===== config.mk =====
export PLATFORM = sky130hd
export DESIGN_NAME = gray_step_decoder_flat
export DESIGN_NICKNAME = d
export VERILOG_FILES = /design/src/rtl/gray_step_decoder_if.sv /design/src/rtl/gray_step_decoder.sv /design/src/flat_wrapper.sv
export SDC_FILE = /design/constraint.sdc
export NUM_CORES = 1
export LEC_CHECK = 0
export CAP_MARGIN = 5
export CELL_PAD_IN_SITES_DETAIL_PLACEMENT = 1
export CELL_PAD_IN_SITES_GLOBAL_PLACEMENT = 1
export CORE_MARGIN = 2
export CORE_UTILIZATION = 35
export CTS_CLUSTER_DIAMETER = 30
export DETAILED_ROUTE_END_ITERATION = 8
export DONT_BUFFER_PORTS = 1
export GPL_TIMING_DRIVEN = 1
export PLACE_DENSITY_LB_ADDON = 0.1
export SLEW_MARGIN = 5
export SYNTH_ARGS = -nofsm -noshare
export SYNTH_HDL_FRONTEND = slang
export SYNTH_SLANG_ARGS = --single-unit

===== constraint.sdc =====
create_clock -name clk -period 2.8 [get_ports clk]
set_input_delay 0.56 -clock clk [delete_from_list [all_inputs] [get_ports clk]]
set_output_delay 0.56 -clock clk [all_outputs]
set_load 0.05 [all_outputs]

===== src/rtl/gray_step_decoder_if.sv =====
// Bundle of the sample-in / result-out signals of gray_step_decoder.
//   master : Gray source / result consumer (drives in_valid, gray_in, clear_err)
//   slave  : the decoder (drives out_valid, bin_out, step flags, err_cnt)
interface gray_step_decoder_if #(parameter int unsigned W = 3);
  logic         in_valid;
  logic [W-1:0] gray_in;
  logic         clear_err;
  logic         out_valid;
  logic [W-1:0] bin_out;
  logic         step_up;
  logic         step_dn;
  logic         wrap;
  logic         step_err;
  logic [7:0]   err_cnt;

  modport master (
    output in_valid, gray_in, clear_err,
    input  out_valid, bin_out, step_up, step_dn, wrap, step_err, err_cnt
  );

  modport slave (
    input  in_valid, gray_in, clear_err,
    output out_valid, bin_out, step_up, step_dn, wrap, step_err, err_cnt
  );
endinterface


===== src/rtl/gray_step_decoder.sv =====
// Gray-code stream decoder with step classification.
// Stage 1 captures each valid Gray sample; stage 2 decodes it to binary and
// classifies it against the previously decoded sample as hold, up-step,
// down-step (with wrap across 2^W-1 <-> 0) or illegal jump.
//   clk, rst_n : clock, asynchronous active-low reset
//   bus        : slave modport -- in_valid/gray_in/clear_err in;
//                out_valid/bin_out/step_up/step_dn/wrap/step_err/err_cnt out
// All outputs are registered; latency is two cycles from in_valid.
module gray_step_decoder #(
  parameter int unsigned W = 3
) (
  input logic                 clk,
  input logic                 rst_n,
  gray_step_decoder_if.slave  bus
);

  typedef enum logic {PRIME, TRACK} state_t;

  localparam logic [W-1:0] ONE = W'(1);

  state_t       state_q, state_d;
  logic         s1_valid;
  logic [W-1:0] s1_gray;
  logic [W-1:0] dec;
  logic [W-1:0] delta;
  logic [W-1:0] prev_q, prev_d;
  logic [W-1:0] bin_q, bin_d;
  logic         ov_q, ov_d;
  logic         up_q, up_d;
  logic         dn_q, dn_d;
  logic         wrap_q, wrap_d;
  logic         err_q, err_d;
  logic [7:0]   cnt_q, cnt_d;

  // Stage 1: sample register
  always_ff @(posedge clk or negedge rst_n) begin
    if (!rst_n) begin
      s1_valid <= 1'b0;
      s1_gray  <= '0;
    end else begin
      s1_valid <= bus.in_valid;
      if (bus.in_valid) s1_gray <= bus.gray_in;
    end
  end

  // Binary bit i is the XOR of all Gray bits at or above i.
  always_comb begin
    dec = '0;
    for (int unsigned i = 0; i < W; i++) dec[i] = ^(s1_gray >> i);
  end

  assign delta = dec - prev_q;

  always_comb begin
    state_d = state_q;
    prev_d  = prev_q;
    bin_d   = bin_q;
    ov_d    = 1'b0;
    up_d    = 1'b0;
    dn_d    = 1'b0;
    wrap_d  = 1'b0;
    err_d   = 1'b0;
    cnt_d   = cnt_q;
    if (s1_valid) begin
      ov_d   = 1'b1;
      prev_d = dec;
      bin_d  = dec;
      unique case (state_q)
        PRIME: state_d = TRACK;
        TRACK: begin
          if (delta == '0) begin
            // hold
          end else if (delta == ONE) begin
            up_d   = 1'b1;
            wrap_d = (prev_q == '1);
          end else if (delta == '1) begin
            dn_d   = 1'b1;
            wrap_d = (prev_q == '0);
          end else begin
            err_d = 1'b1;
            if (cnt_q != 8'hFF) cnt_d = cnt_q + 8'd1;
          end
        end
        default: state_d = PRIME;
      endcase
    end
    // Clear takes priority over a same-cycle error increment.
    if (bus.clear_err) cnt_d = '0;
  end

  // Stage 2: FSM, tracking state and registered outputs
  always_ff @(posedge clk or negedge rst_n) begin
    if (!rst_n) begin
      state_q <= PRIME;
      prev_q  <= '0;
      bin_q   <= '0;
      ov_q    <= 1'b0;
      up_q    <= 1'b0;
      dn_q    <= 1'b0;
      wrap_q  <= 1'b0;
      err_q   <= 1'b0;
      cnt_q   <= '0;
    end else begin
      state_q <= state_d;
      prev_q  <= prev_d;
      bin_q   <= bin_d;
      ov_q    <= ov_d;
      up_q    <= up_d;
      dn_q    <= dn_d;
      wrap_q  <= wrap_d;
      err_q   <= err_d;
      cnt_q   <= cnt_d;
    end
  end

  assign bus.out_valid = ov_q;
  assign bus.bin_out   = bin_q;
  assign bus.step_up   = up_q;
  assign bus.step_dn   = dn_q;
  assign bus.wrap      = wrap_q;
  assign bus.step_err  = err_q;
  assign bus.err_cnt   = cnt_q;

endmodule


===== src/flat_wrapper.sv =====
// flat-port wrapper written by rule: the top's interface ports become plain ports
module gray_step_decoder_flat 
#(
  parameter int unsigned W = 3
)
  (clk, rst_n, bus_in_valid, bus_gray_in, bus_clear_err, bus_out_valid, bus_bin_out, bus_step_up, bus_step_dn, bus_wrap, bus_step_err, bus_err_cnt);
  gray_step_decoder_if #(.W(W)) bus_i ();
  input logic clk;
  input logic rst_n;
  input wire logic [$bits(bus_i.in_valid)-1:0] bus_in_valid;
  input wire logic [$bits(bus_i.gray_in)-1:0] bus_gray_in;
  input wire logic [$bits(bus_i.clear_err)-1:0] bus_clear_err;
  output wire logic [$bits(bus_i.out_valid)-1:0] bus_out_valid;
  output wire logic [$bits(bus_i.bin_out)-1:0] bus_bin_out;
  output wire logic [$bits(bus_i.step_up)-1:0] bus_step_up;
  output wire logic [$bits(bus_i.step_dn)-1:0] bus_step_dn;
  output wire logic [$bits(bus_i.wrap)-1:0] bus_wrap;
  output wire logic [$bits(bus_i.step_err)-1:0] bus_step_err;
  output wire logic [$bits(bus_i.err_cnt)-1:0] bus_err_cnt;
  assign bus_i.in_valid = bus_in_valid;
  assign bus_i.gray_in = bus_gray_in;
  assign bus_i.clear_err = bus_clear_err;
  assign bus_out_valid = bus_i.out_valid;
  assign bus_bin_out = bus_i.bin_out;
  assign bus_step_up = bus_i.step_up;
  assign bus_step_dn = bus_i.step_dn;
  assign bus_wrap = bus_i.wrap;
  assign bus_step_err = bus_i.step_err;
  assign bus_err_cnt = bus_i.err_cnt;
  gray_step_decoder #(.W(W)) u_core (.clk(clk), .rst_n(rst_n), .bus(bus_i));
endmodule

==> flow_metrics.tcl <==
set metrics [dict create \
    status "finished clean" \
    start_kind "flop" \
    numCtsBuffers 3 \
    endpoint_kind "flop" \
    critPathLaunch "u_core.s1_gray[1]" \
    grtUsageTotal_pct 15.5 \
    firstDrtPassIters 3 \
    worst_hold_path_type "in2reg" \
    route.detailed.drc 0 \
    worstMarginPinSlew_ns 0.944 \
    ant_nets 0 \
    cts_tree "done" \
    r2r_slack_ns 0.11 \
    worst-r2r-cell-count 9 \
    p_per_area_nw_per_um2 796 \
    synth_cells 93 \
    grt_pass1_vias 818 \
    diodes 0 \
    die_w_um 59.1 \
    clkPwrFrac_pct 14.5 \
    ys_seq_area_share_pct 49.5 \
    htree_levels 1 \
    post_synth_main_area_contributors "dfrtp_1 (50%), mux2_2 (7.4%), ha_1 (2.4%)" \
    rows 19 \
    fmax_mhz 371 \
    gp_congestion 0.740 \
    swShare_pct 43.3 \
    yosysWarningCount 0 \
    cts_buffer_depth 2 \
    syn-num-nets 103 \
    pwr-share-seq_pct 42.0 \
    placed_cells 132 \
    fin_nets 120 \
    min_period_over_period_pct 96.1 \
    critical_path_buf_inv_count 1 \
    min_from "bus_in_valid" \
    p_int_w 0.000576 \
    maxCapViolCount 0 \
    ys_ff_latch 21 \
    post_dp_cell_area_um2 1180 \
    hold_viol 0 \
    clock-skew-final_ns 0.00181 \
    p_leak_nw 0.539 \
    power.total_w 0.00102 \
    crit_chain "xor2_2 > xnor2_2 > ha_1 > inv_1 > fa_1 > xor3_2 > a21o_4 > nor4_4 > mux2_2" \
    drt_iter0_drc 16 \
    overflow 0 \
    reg2reg_from "u_core.s1_gray[1]" \
    grt_pass1_wl_um 4020 \
    slowest_stage "dfrtp_1" \
    initial_core_util_pct 37.5 \
    drive_gt1_share_pct 32.1 \
    critPathCapture "u_core.bus.err_cnt[4]" \
    synth_top_area_share_pct 49.5 \
    synth.distinct_cells 34 \
    crit_family "XOR/XNOR gates" \
    max_stage_delay_ns 0.42 \
    relSlewSlack_pct 36.8 \
    instances_no_fill 140 \
    routed_wl_um 2290 \
    setup_violations 0 \
    die_area_um2 3490 \
    viasPerCell 5.61 \
    clock_tree.root_cell "clkbuf_4" \
    wl_per_cell_um 16.3 \
    critPathRequiredTime_ns 3.00 \
    pre_cts_ws_ns -0.194 \
    stdcell_area_um2 1280 \
    syn_to_final_growth_pct 20.4 \
    grt_max_degree 22 \
    dp_hpwl_um 1680 \
    ios 23 \
    clock_latency_ns 0.30 \
    nFillCells 298 \
    ir_drop_mv 0.330 \
    critPathKind "reg2reg" \
    yosysTopAreaCell "dfrtp_1" \
    core_area_um2 2830 \
    cp_data_arrival_time_ns 2.89 \
    finalMaxSlewViolations 0 \
    setup_ws_ns 0.108 \
    vias 785 \
    syn-cell-area_um2 1060 \
    min_period_ns 2.69 \
    critPathMaxFanout 6 \
    switchingPower_w 0.000440 \
    die_y_um 59.1 \
    timing.rr.end "u_core.bus.err_cnt[4]" \
    numClockSinks 21 \
    clkTransAtPathRegs_ns 0.12 \
    comb_power_share_pct 43.5 \
    avgSynthCellArea_um2 11.4 \
    antenna_found_initial 0 \
    io_buffers 0 \
    crit_cells 9 \
]
-- routing by layer --
metal	vias to the layer above	GRT usage (%)	wire length (um)	part of all wire, %
li1	368	-	-	-
met1	395	19.1	981	43
met2	18	26.0	1170	51
met3	4	3.49	102	4.5
met4	0	6.82	32	1.4
met5	-	0	0	0
-- repair_timing --
item                                    CTS  global route
pin swaps                                 1             1
hold endpoints to repair                 21             0
buffers inserted                          0             2
gates resized for setup                   4             2
endpoints found under the setup margin    8             6
gates cloned                              0             1
hold buffers                              1             0
-- worst min path at each step --
stage,depth (start not counted),to
after floorplan,0,u_core.bus.err_cnt[0]
after global placement,0,u_core.s1_valid
after detailed placement,0,u_core.s1_valid
after CTS,0,u_core.s1_valid
after global routing,0,u_core.s1_valid
final,0,u_core.s1_valid
-- layout make-up --
class | count | area, um2 | share of cell area (%)
clock buffers | 4 | 26.3 | 2.06
inverters | 5 | 18.8 | 1.47
multi-input cells | 65 | 561 | 43.9
flip-flops and latches | 21 | 526 | 41.1
well taps | 31 | 38.8 | 3.04
repair buffers | 14 | 108 | 8.42
-- logic make-up (layout without fill, tap and decap cells) --
logic type / count (synthesis) / in the layout / synth area share [%]
simple gates: 36 / 36 / 19.0
flops: 21 / 21 / 49.5
compound gates: 13 / 14 / 9.08
fa+ha+maj: 3 / 3 / 4.24
xor+xnor: 3 / 3 / 4.01
mux: 9 / 9 / 9.32
buf+inv: 8 / 23 / 4.83
-- cell usage after synthesis --
cell type	count
nor2_1	6
a211oi_2	1
mux2i_1	2
fa_1	1
xor3_2	1
o41a_1	1
and2_2	1
nor3b_1	1
clkbuf_8	1
nor3_1	4
a221oi_1	1
a21oi_1	3
dfrtp_1	21
o2111ai_1	1
mux2_2	7
nand2_1	5
nand2b_1	3
o31ai_1	3
or4_1	3
or2b_2	1
buf_4	1
inv_1	5
ha_1	2
xnor2_1	1
or2_2	1
xor2_1	1
nand3_1	2
nor4_1	3
and4_1	1
nand4_1	2
buf_6	1
nor2b_1	3
o21ai_0	2
a21o_1	1
-- metrics by stage --
stage | hold WS, ns | setup TNS (ns) | utilization (%)
2_1_floorplan | 0.264 | 0 | -
3_3_place_gp | 0.265 | -0.224 | 41.6
3_5_place_dp | 0.265 | -1.05 | 41.6
4_1_cts | 0.256 | 0 | 43.7
5_1_grt | 0.236 | -0.0318 | 45.2
6_report | 0.272 | 0 | 45.2
-- registers in the layout, summed over array words and instances (netlist names) --
signal / cells
u_core.bus.step_up: 1
u_core.s1_valid: 1
u_core.prev_q: 3
u_core.bus.step_err: 1
u_core.state_q: 1
u_core.bus.step_dn: 1
u_core.bus.wrap: 1
u_core.s1_gray: 3
u_core.bus.err_cnt: 8
u_core.bus.out_valid: 1
-- placed cells by master, fill, tap and decap left out, types with 2 or more instances in the layout --
master / instances
dfrtp_1: 21
buf_4: 13
mux2_2: 7
nor2_1: 6
inv_1: 5
nand2_1: 5
nor3_1: 4
nor2b_1: 3
nand2b_1: 3
nor4_4: 3
o31ai_1: 3
or4_1: 3
a21oi_1: 3
clkbuf_4: 3
nand4_1: 2
o21ai_0: 2
mux2i_1: 2
nand3_1: 2
ha_1: 2
-- power by group through the flow --
stage,Clock [W],Sequential [W],Combinational [W]
after detailed placement,0,0.000433,0.000389
after floorplan,0,0.000507,0.000207
after CTS,0.000159,0.000427,0.000413
after global placement,0,0.000433,0.000379
final,0.000147,0.000427,0.000443
after global routing,0.000174,0.000432,0.000485
-- worst register-to-register path: cells and delay by family (launching register included) --
kind	cells	cell delay, ns
AOI/OAI and AO/OA	1	0.27
xor gates and xnor gates	3	0.70
adders and majority gates	2	0.54
buffers and inverters	1	0.05
DFF	1	0.42
muxes	1	0.35
and+or+nand+nor	1	0.26
(Power assumes the default switching activity.)
